`config.mk`:
```
export PLATFORM = sky130hd
export DESIGN_NAME = m_sequencer
export DESIGN_NICKNAME = d
export VERILOG_FILES = /design/src/rtl/m_sequencer.sv
export SDC_FILE = /design/constraint.sdc
export NUM_CORES = 1
export LEC_CHECK = 0
export BUFFER_PORTS_ARGS = -buffer_cell sky130_fd_sc_hd__clkbuf_2
export CAP_MARGIN = 0
export CORE_ASPECT_RATIO = 1.75
export CORE_MARGIN = 3
export CORE_UTILIZATION = 35
export DETAILED_ROUTE_END_ITERATION = 6
export PLACE_DENSITY_LB_ADDON = 0.2
export RECOVER_POWER = 50
export SLEW_MARGIN = 0
export SYNTH_ARGS = -nofsm -noshare
export SYNTH_HDL_FRONTEND = slang
export SYNTH_SLANG_ARGS = --single-unit
```
`constraint.sdc`:
```
create_clock -name clk -period 2.2 [get_ports clk]
set_clock_uncertainty 0.1 [all_clocks]
set_input_delay 0.22 -clock clk [delete_from_list [all_inputs] [get_ports clk]]
set_output_delay 0.22 -clock clk [all_outputs]
set_load 0.05 [all_outputs]
```
`src/rtl/m_sequencer.sv`:
```
// Control FSM for the RV32M multiply/divide unit: sequences the m_registers
// datapath selects and reports completion, result register and negation.
module m_sequencer #(
    parameter int MULT_LATENCY = 1,
    localparam int MUX_A_LENGTH = 2,
    localparam int MUX_B_LENGTH = 2,
    localparam int MUX_R_LENGTH = 3,
    localparam int MUX_D_LENGTH = 2,
    localparam int MUX_Z_LENGTH = 2
) (
    input  logic                    clk,
    input  logic                    reset,
    input  logic                    start,
    input  logic [2:0]              funct3,
    input  logic                    rs1_sign,
    input  logic                    rs2_sign,
    input  logic                    rs2_zero,
    input  logic                    flush,
    output logic [MUX_A_LENGTH-1:0] mux_A,
    output logic [MUX_B_LENGTH-1:0] mux_B,
    output logic [MUX_R_LENGTH-1:0] mux_R,
    output logic [MUX_D_LENGTH-1:0] mux_D,
    output logic [MUX_Z_LENGTH-1:0] mux_Z,
    output logic                    ready,
    output logic                    done,
    output logic                    result_sel_z,
    output logic                    result_neg
);

    localparam logic [MUX_A_LENGTH-1:0] A_ZERO       = 2'd0;
    localparam logic [MUX_A_LENGTH-1:0] A_R_UNSIGNED = 2'd1;
    localparam logic [MUX_A_LENGTH-1:0] A_R_SIGNED   = 2'd2;
    localparam logic [MUX_B_LENGTH-1:0] B_ZERO       = 2'd0;
    localparam logic [MUX_B_LENGTH-1:0] B_D_UNSIGNED = 2'd1;
    localparam logic [MUX_B_LENGTH-1:0] B_D_SIGNED   = 2'd2;
    localparam logic [MUX_R_LENGTH-1:0] R_KEEP       = 3'd0;
    localparam logic [MUX_R_LENGTH-1:0] R_A          = 3'd1;
    localparam logic [MUX_R_LENGTH-1:0] R_A_NEG      = 3'd2;
    localparam logic [MUX_R_LENGTH-1:0] R_SUB_KEEP   = 3'd3;
    localparam logic [MUX_R_LENGTH-1:0] R_MULT_LOWER = 3'd4;
    localparam logic [MUX_D_LENGTH-1:0] D_KEEP       = 2'd0;
    localparam logic [MUX_D_LENGTH-1:0] D_B          = 2'd1;
    localparam logic [MUX_D_LENGTH-1:0] D_B_NEG      = 2'd2;
    localparam logic [MUX_D_LENGTH-1:0] D_SHR        = 2'd3;
    localparam logic [MUX_Z_LENGTH-1:0] Z_KEEP       = 2'd0;
    localparam logic [MUX_Z_LENGTH-1:0] Z_ZERO       = 2'd1;
    localparam logic [MUX_Z_LENGTH-1:0] Z_SHL_ADD    = 2'd2;
    localparam logic [MUX_Z_LENGTH-1:0] Z_MULT_UPPER = 2'd3;

    localparam logic [4:0] LAST_WAIT = 5'(MULT_LATENCY - 1);
    localparam logic [4:0] LAST_ITER = 5'd31;

    typedef enum logic [2:0] {
        S_IDLE,
        S_MUL_ISSUE,
        S_MUL_WAIT,
        S_MUL_WB,
        S_DIV_ITER,
        S_DONE
    } state_e;

    state_e                  state_q;
    logic [4:0]              cnt_q;
    logic [2:0]              op_q;
    logic                    q_neg_q;
    logic                    r_neg_q;
    logic                    done_q;
    logic                    sel_z_q;
    logic                    neg_q;
    logic                    ready_q;
    logic [MUX_A_LENGTH-1:0] mux_a_q;
    logic [MUX_B_LENGTH-1:0] mux_b_q;
    logic [MUX_R_LENGTH-1:0] mux_r_q;
    logic [MUX_D_LENGTH-1:0] mux_d_q;
    logic [MUX_Z_LENGTH-1:0] mux_z_q;

    logic accept_s;
    logic div_signed_s;

    assign accept_s     = start && ready_q && !flush && !reset;
    assign div_signed_s = funct3[2] && !funct3[0];

    function automatic logic [MUX_A_LENGTH-1:0] mul_a_sel(input logic [2:0] f);
        return ((f == 3'b001) || (f == 3'b010)) ? A_R_SIGNED : A_R_UNSIGNED;
    endfunction

    function automatic logic [MUX_B_LENGTH-1:0] mul_b_sel(input logic [2:0] f);
        return (f == 3'b001) ? B_D_SIGNED : B_D_UNSIGNED;
    endfunction

    // High-word multiplies and quotients come back from Z; MUL and remainders from R.
    function automatic logic sel_z_of(input logic [2:0] f);
        return (f != 3'b000) && (f != 3'b110) && (f != 3'b111);
    endfunction

    function automatic logic neg_of(input logic [2:0] f, input logic qn, input logic rn);
        return (f == 3'b100) ? qn : ((f == 3'b110) ? rn : 1'b0);
    endfunction

    // Sequencer state, counters, latched operation and registered select values.
    always_ff @(posedge clk) begin
        if (reset || flush) begin
            state_q <= S_IDLE;
            cnt_q   <= 5'd0;
            done_q  <= 1'b0;
            sel_z_q <= 1'b0;
            neg_q   <= 1'b0;
            ready_q <= 1'b1;
            mux_a_q <= A_ZERO;
            mux_b_q <= B_ZERO;
            mux_r_q <= R_KEEP;
            mux_d_q <= D_KEEP;
            mux_z_q <= Z_KEEP;
            if (reset) begin
                op_q    <= 3'd0;
                q_neg_q <= 1'b0;
                r_neg_q <= 1'b0;
            end
        end else begin
            case (state_q)
                S_IDLE: begin
                    if (start) begin
                        op_q    <= funct3;
                        ready_q <= 1'b0;
                        cnt_q   <= 5'd0;
                        if (funct3[2]) begin
                            q_neg_q <= div_signed_s && (rs1_sign ^ rs2_sign) && !rs2_zero;
                            r_neg_q <= div_signed_s && rs1_sign;
                            state_q <= S_DIV_ITER;
                            mux_a_q <= A_R_UNSIGNED;
                            mux_b_q <= B_D_UNSIGNED;
                            mux_r_q <= R_SUB_KEEP;
                            mux_d_q <= D_SHR;
                            mux_z_q <= Z_SHL_ADD;
                        end else begin
                            state_q <= S_MUL_ISSUE;
                            mux_a_q <= mul_a_sel(funct3);
                            mux_b_q <= mul_b_sel(funct3);
                        end
                    end
                end
                S_MUL_ISSUE: begin
                    state_q <= S_MUL_WAIT;
                    cnt_q   <= 5'd0;
                end
                S_MUL_WAIT: begin
                    if (cnt_q == LAST_WAIT) begin
                        cnt_q   <= 5'd0;
                        state_q <= S_MUL_WB;
                        mux_r_q <= R_MULT_LOWER;
                        mux_z_q <= Z_MULT_UPPER;
                    end else begin
                        cnt_q <= cnt_q + 5'd1;
                    end
                end
                S_MUL_WB: begin
                    state_q <= S_DONE;
                    done_q  <= 1'b1;
                    sel_z_q <= sel_z_of(op_q);
                    neg_q   <= neg_of(op_q, q_neg_q, r_neg_q);
                    mux_a_q <= A_ZERO;
                    mux_b_q <= B_ZERO;
                    mux_r_q <= R_KEEP;
                    mux_z_q <= Z_KEEP;
                end
                S_DIV_ITER: begin
                    cnt_q <= cnt_q + 5'd1;
                    if (cnt_q == LAST_ITER) begin
                        state_q <= S_DONE;
                        done_q  <= 1'b1;
                        sel_z_q <= sel_z_of(op_q);
                        neg_q   <= neg_of(op_q, q_neg_q, r_neg_q);
                        mux_a_q <= A_ZERO;
                        mux_b_q <= B_ZERO;
                        mux_r_q <= R_KEEP;
                        mux_d_q <= D_KEEP;
                        mux_z_q <= Z_KEEP;
                    end
                end
                S_DONE: begin
                    state_q <= S_IDLE;
                    done_q  <= 1'b0;
                    sel_z_q <= 1'b0;
                    neg_q   <= 1'b0;
                    ready_q <= 1'b1;
                end
                default: begin
                    state_q <= S_IDLE;
                    cnt_q   <= 5'd0;
                    done_q  <= 1'b0;
                    ready_q <= 1'b1;
                    mux_a_q <= A_ZERO;
                    mux_b_q <= B_ZERO;
                    mux_r_q <= R_KEEP;
                    mux_d_q <= D_KEEP;
                    mux_z_q <= Z_KEEP;
                end
            endcase
        end
    end

    // Accept-cycle operand load is driven straight from the request; flush/reset force idle selects.
    always_comb begin
        if (reset || flush) begin
            mux_A = A_ZERO;
            mux_B = B_ZERO;
            mux_R = R_KEEP;
            mux_D = D_KEEP;
            mux_Z = Z_KEEP;
        end else if (accept_s) begin
            mux_A = A_ZERO;
            mux_B = B_ZERO;
            if (funct3[2]) begin
                mux_R = (div_signed_s && rs1_sign) ? R_A_NEG : R_A;
                mux_D = (div_signed_s && rs2_sign) ? D_B_NEG : D_B;
                mux_Z = Z_ZERO;
            end else begin
                mux_R = R_A;
                mux_D = D_B;
                mux_Z = Z_KEEP;
            end
        end else begin
            mux_A = mux_a_q;
            mux_B = mux_b_q;
            mux_R = mux_r_q;
            mux_D = mux_d_q;
            mux_Z = mux_z_q;
        end
    end

    assign ready        = ready_q;
    assign done         = done_q && !flush && !reset;
    assign result_sel_z = sel_z_q;
    assign result_neg   = neg_q;

endmodule

```
==> results of run 1 <==
-- cells in the final DEF, fill, tap and decap left out, types with 6 or more instances in the layout --
cell type and instances:
nor3_1 11, a21oi_1 15, dfxtp_1 20, buf_4 7, o21ai_0 6, clkbuf_2 20
clkbuf_1 6, and3_1 7, nor2_1 11
-- metrics by stage --
| step | hold slack (ps) | utilization |
|---|---|---|
| global route | 147 | 0.420 |
| finish | 137 | 0.420 |
| CTS | 152 | 0.423 |
| floorplan | 311 | - |
| global placement | 365 | 0.412 |
| detailed placement | 368 | 0.412 |
-- synth_stat cells, types with 2 or more instances --
master,number,share of area
nor3_1,11,0.035
a22oi_1,4,0.019
a211oi_1,3,0.014
ha_1,3,0.024
o21ai_0,6,0.019
and2_1,5,0.020
nor2_1,13,0.031
a21oi_1,15,0.047
inv_1,5,0.012
buf_2,7,0.022
nand2b_1,4,0.016
or2_2,2,0.0079
nor4_1,3,0.012
and3_1,7,0.027
a22o_1,3,0.016
xor2_1,2,0.011
o21a_1,2,0.0094
xnor2_1,5,0.027
a32oi_1,4,0.022
nand2_1,5,0.012
nor2b_1,5,0.020
o21bai_1,2,0.0094
edfxtp_1,5,0.094
a221oi_1,2,0.011
dfxtp_1,20,0.25
nand3_1,3,0.0094
or3_1,2,0.0079
clkbuf_1,6,0.014
nand4_1,3,0.012
-- worst paths after layout --
check	startpoint	to	slack, ps	depth (start not counted)
max	cnt_q[1]$_SDFFE_PN0P_	mux_b_q[1]$_SDFFE_PN0P_	180	7
min	rs2_zero	q_neg_q$_SDFFCE_PN0P_	140	2
max reg2reg	cnt_q[1]$_SDFFE_PN0P_	mux_b_q[1]$_SDFFE_PN0P_	180	7
min reg2reg	mux_a_q[0]$_SDFFE_PN0P_	mux_a_q[0]$_SDFFE_PN0P_	380	2
-- sequential cells by signal, summed over array words and instances (netlist names) --
| register | flops |
|---|---|
| mux_a_q | 2 |
| op_q | 3 |
| q_neg_q | 1 |
| r_neg_q | 1 |
| ready | 1 |
| mux_z_q | 2 |
| result_neg | 1 |
| state_q | 3 |
| done_q | 1 |
| cnt_q | 5 |
| mux_r_q | 1 |
| result_sel_z | 1 |
| mux_b_q | 2 |
| mux_d_q | 1 |
-- metal layers --
layer	routed length [um]	global-route usage	up-vias
met5	0	0	-
met1	1580	0.173	684
met4	178	0.0870	0
met3	114	0.0163	14
met2	2220	0.297	32
li1	-	-	717
-- repair_timing --
| item | 4_1_cts | 5_1_grt |
|---|---|---|
| endpoints found under the setup margin | 0 | 3 |
| resized for setup | 0 | 1 |
| setup buffers | 0 | 0 |
-- critical path, stage by stage (launching register included) --
cell	delay, ps
dfxtp_1	390
ha_1	190
and3_2	180
ha_1	200
nor2b_1	240
o21ai_2	130
a2111oi_1	400
a31o_1	140
-- area by class of cell --
type,count,area [um2]
multi-input combinational,136,936
clock inverter,1,7.51
inverter,5,18.8
timing repair buffer,33,175
tap,49,61.3
fill,458,2480
clock buffer,3,41.3
sequential,25,551
-- cells by family (layout without fill, tap and decap cells) --
family	Yosys count	count (layout)	synth area share
adder cells (fa/ha/maj)	3	3	0.0236
flip-flops	25	25	0.346
AO/OA/AOI/OAI	54	54	0.251
multiplexers	1	1	0.00628
buffers and inverters	21	42	0.0683
XOR/XNOR	7	7	0.0385
AND/OR/NAND/NOR	71	71	0.267
-- power by group through the flow --
stage / Combinational [mW] / Clock (mW) / Sequential, mW
finish: 0.151 / 0.292 / 0.499
floorplan: 0.115 / 0 / 0.505
global route: 0.167 / 0.314 / 0.501
global placement: 0.151 / 0 / 0.509
CTS: 0.155 / 0.297 / 0.499
detailed placement: 0.155 / 0 / 0.510
==> metrics.md, run 1 <==
| Metric | Value |
|---|---|
| Outcome | complete, no violations |
| Final setup viols | 0 |
| Dpl cell area | 1760 um2 |
| Flops & latches, synth | 25 |
| Avg Cell Area, Syn | 8.75 um2 |
| PwrDens | 526 nW/um2 |
| Cts-stage hold buffer count | 0 |
| Hold Path Class | in2reg |
| Leakage | 0.725 nW |
| P_sw | 275 uW |
| TritonCTS clock tree | built |
| Worst setup EP type | register |
| Setup TNS | 0 ps |
| Worst-Skew Late Latency | 280 ps |
| Gate Count Post-Synth | 182 |
| Startpoint Class | register |
| Critical path class | reg2reg |
| Pre-CTS setup slack | 132 ps |
| Max-Cap Viols | 0 |
| CTS max path bufs | 2 |
| Layout cells sized above 1 | 0.232 |
| Root Driver | clkbuf_8 |
| Synth-to-Final Area Change | 12.4% |
| N_diodes | 0 |
| Crit path max fanout | 6 |
| Fin crit share | 0.918 |
| Net Sw Frac | 0.292 |
| Final Net Count | 217 |
| Rows | 31 |
| Worst-Margin Slew | 1250 ps |
| Slew Viols, Final | 0 |
| Pint | 667 uW |
| Drt total wl | 4100 um |
| Post-synth ARST share | 0 |
| Drt pass-1 iters | 4 |
| Final ANT Viol Nets | 0 |
| Relative slew margins | 0.166 |
| Post-route DRC violation count | 0 |
| First-pass GRT wire length | 6810 um |
| Largest net degree at the start of global routing | 23 |
| I/O Buffers | 24 |
| GRT Resource Usage Total | 0.160 |
| Inst Count DP | 248 |
| Post-DP HPWL | 3090 um |
| Logic pwr share | 0.160 |
| Worst setup margin | 180 ps |
| H-tree levels | 1 |
| Via Count | 1447 |
| Core Region | 4270 um2 |
| RSZ-0062 raised after global routing | no |
| IO Count | 25 |
| Post-route cell area | 1790 um2 |
| Syn. warnings | 0 |
| EDFF count, synth | 5 |
| Vias per cell | 5.74 |
| Routability cong. | 0.749 |
| Initial antenna violation count | 0 |
| Average wire per cell in the routed design | 16.3 um |
| Synth cell types | 54 |
| Clock-pin slew on the worst setup and hold paths | 100 ps |
| Sequential share of the synthesized area | 0.346 |
| DIE HEIGHT | 95.2 um |
| Mapped Area | 1590 um2 |
| Non-Filler Instances | 252 |
| # clock sinks | 25 |
| Req. time, crit path | 2330 ps |
| Critical path data arrival time | 2150 ps |
| Clock Power Share | 0.310 |
| Detailed router's first-iteration violation count | 17 |
| Post-Syn Nets | 195 |
| Die Width | 57.0 um |
| Predominant post-synthesis flop cell | dfxtp_1 |
| Fmax | 495 MHz |
| DIE AREA | 5430 um2 |
| CTS Buf Count | 3 |
| Maximum vdd drop | 0.000340 V |
| Initial core utilization | 0.373 |
| Tot Pwr | 941 uW |
| Reg power frac | 0.530 |
| Grt ovf | 0 |
| Fin. Hold Viols | 0 |
| Post-layout min period | 2020 ps |
| Vias in the first global route | 1422 |
Power figures use the tool's default switching activity.
==> run 2, diff against run 1 <==
==> constraint.sdc (replaced) <==
create_clock -name clk -period 2.6 [get_ports clk]
set_clock_uncertainty 0.1 [all_clocks]
set_input_delay 0.26 -clock clk [delete_from_list [all_inputs] [get_ports clk]]
set_output_delay 0.26 -clock clk [all_outputs]
set_load 0.05 [all_outputs]
==> metrics.md, run 2 (synthesis gave the netlist of run 1 again) <==
| Metric | Value |
|---|---|
| Worst-Skew Late Latency | 260 ps |
| Critical path class | reg2reg |
| GRT Resource Usage Total | 0.153 |
| DIE HEIGHT | 95.2 um |
| Routability cong. | 0.829 |
| Grt ovf | 0 |
| Maximum vdd drop | 0.000259 V |
| N_diodes | 0 |
| CTS Buf Count | 3 |
| Relative slew margins | 0.203 |
| Biggest regs | cnt_q (5), op_q (3), state_q (3) |
| Critical path buffer and inverter count | 0 |
| # clock sinks | 25 |
| Initial core utilization | 0.373 |
| Slowest stage delay, CP | 380 ps |
| Crit path max fanout | 6 |
| Average wire per cell in the routed design | 16.0 um |
| Largest register by flop count | cnt_q |
| Outcome | complete, no violations |
| Largest net degree at the start of global routing | 28 |
| Highest routed layer | met4 |
| Met2 WL | 2160 um |
| Most frequent cells in the layout | dfxtp_1, a21oi_1, clkbuf_1 |
| Postcts setup bufs | 0 |
| Met3 WL | 126 um |
| Core Region | 4270 um2 |
| Worst path cell trace | ha_1, and3_2, ha_1, nor2b_1, o21ai_1, a2111oi_1, a31o_1 |
| Drt total wl | 3960 um |
| Fin. Hold Viols | 0 |
| Fmax | 463 MHz |
| Detailed router's first-iteration violation count | 30 |
| Max reg flops | 5 |
| Layout filler cell count | 472 |
| Synth-to-Final Area Change | 9.58% |
| DIE AREA | 5430 um2 |
| Slew Viols, Final | 0 |
| Post-route DRC violation count | 0 |
| Post-DP HPWL | 2940 um |
| Final ANT Viol Nets | 0 |
| Vias in the first global route | 1411 |
| Drt pass-1 iters | 4 |
| Critical path data arrival time | 2230 ps |
| Fin crit share | 0.831 |
| Most common cell type on the critical path | ha_1 |
| Tot Pwr | 779 uW |
| Hold Path Class | in2reg |
| CTS max path bufs | 2 |
| Setup TNS | 0 ps |
| TritonCTS clock tree | built |
| CP max-delay cell | o21ai_1 |
| Most common cell after layout, fill and taps aside | dfxtp_1 |
| Final Net Count | 213 |
| Max-Cap Viols | 0 |
| I/O Buffers | 24 |
| Cts-stage hold buffer count | 0 |
| Req. time, crit path | 2670 ps |
| Family with the most delay on the worst path | compound AO/OA/AOI/OAI gates |
| Clock-pin slew on the worst setup and hold paths | 90 ps |
| RSZ-0062 raised after global routing | no |
| Final setup viols | 0 |
| Die Width | 57.0 um |
| IO Count | 25 |
| M1 wire length | 1580 um |
| Root Driver | clkbuf_8 |
| Post-layout min period | 2160 ps |
| Leakage | 0.685 nW |
| First-pass GRT wire length | 6650 um |
| Via Count | 1453 |
| Post-cts sizing count | 0 |
| Layout cells sized above 1 | 0.161 |
| Worst setup EP type | register |
| PwrDens | 446 nW/um2 |
| Vias per cell | 5.86 |
| H-tree levels | 1 |
| Initial antenna violation count | 0 |
| Worst-Margin Slew | 1200 ps |
| Startpoint Class | register |
| Rows | 31 |
-- run 2: cell count changes in the layout (fill, tap and decap cells not counted), sizes merged --
cell      before  now
clkbuf        29   30
buf            7    3
clkinvlp       1    0
-- run 2: stage by stage --
step	util	cells	setup slack, ps	area (um2)	hold WS, ps
final	0.409	248	438	1750	184
after CTS	0.414	248	492	1770	184
after global placement	0.404	244	578	1720	372
after global routing	0.409	248	301	1750	200
after floorplan	-	182	158	1590	341
after detailed placement	0.404	244	513	1720	356
-- run 2: worst paths after layout --
check	slack, ps	depth (start not counted)	to	start
min reg2reg	390	1	mux_b_q[1]$_SDFFE_PN0P_	mux_b_q[1]$_SDFFE_PN0P_
max	440	7	mux_b_q[1]$_SDFFE_PN0P_	cnt_q[0]$_SDFFE_PN0P_
max reg2reg	440	7	mux_b_q[1]$_SDFFE_PN0P_	cnt_q[0]$_SDFFE_PN0P_
min	180	2	q_neg_q$_SDFFCE_PN0P_	rs2_zero
-- run 2: final cells by class --
| cell class | count | area (um2) | share of cell area |
|---|---|---|---|
| inverter | 5 | 18.8 | 0.0108 |
| timing repair buffer | 29 | 136 | 0.0781 |
| tap | 49 | 61.3 | 0.0351 |
| sequential | 25 | 551 | 0.315 |
| multi-input combinational | 136 | 933 | 0.535 |
| clock buffer | 4 | 45.0 | 0.0258 |
-- run 2: worst reg2reg max path, stage by stage (launching register included) --
cell	delay, ps
dfxtp_1	370
ha_1	230
and3_2	210
ha_1	220
nor2b_1	160
o21ai_1	380
a2111oi_1	160
a31o_1	240
-- run 2: per-layer routing --
layer | track usage | up-vias
met5 | 0 | -
met4 | 0.0580 | 0
met3 | 0.0190 | 8
met2 | 0.293 | 35
met1 | 0.165 | 699
li1 | - | 711
-- run 2: where the power goes --
group	leakage [nW]	total, mW	switching, mW	internal [mW]
clock network	0.0228	0.233	0.123	0.109
registers	0.214	0.421	0.0133	0.408
logic	0.448	0.125	0.0804	0.0443
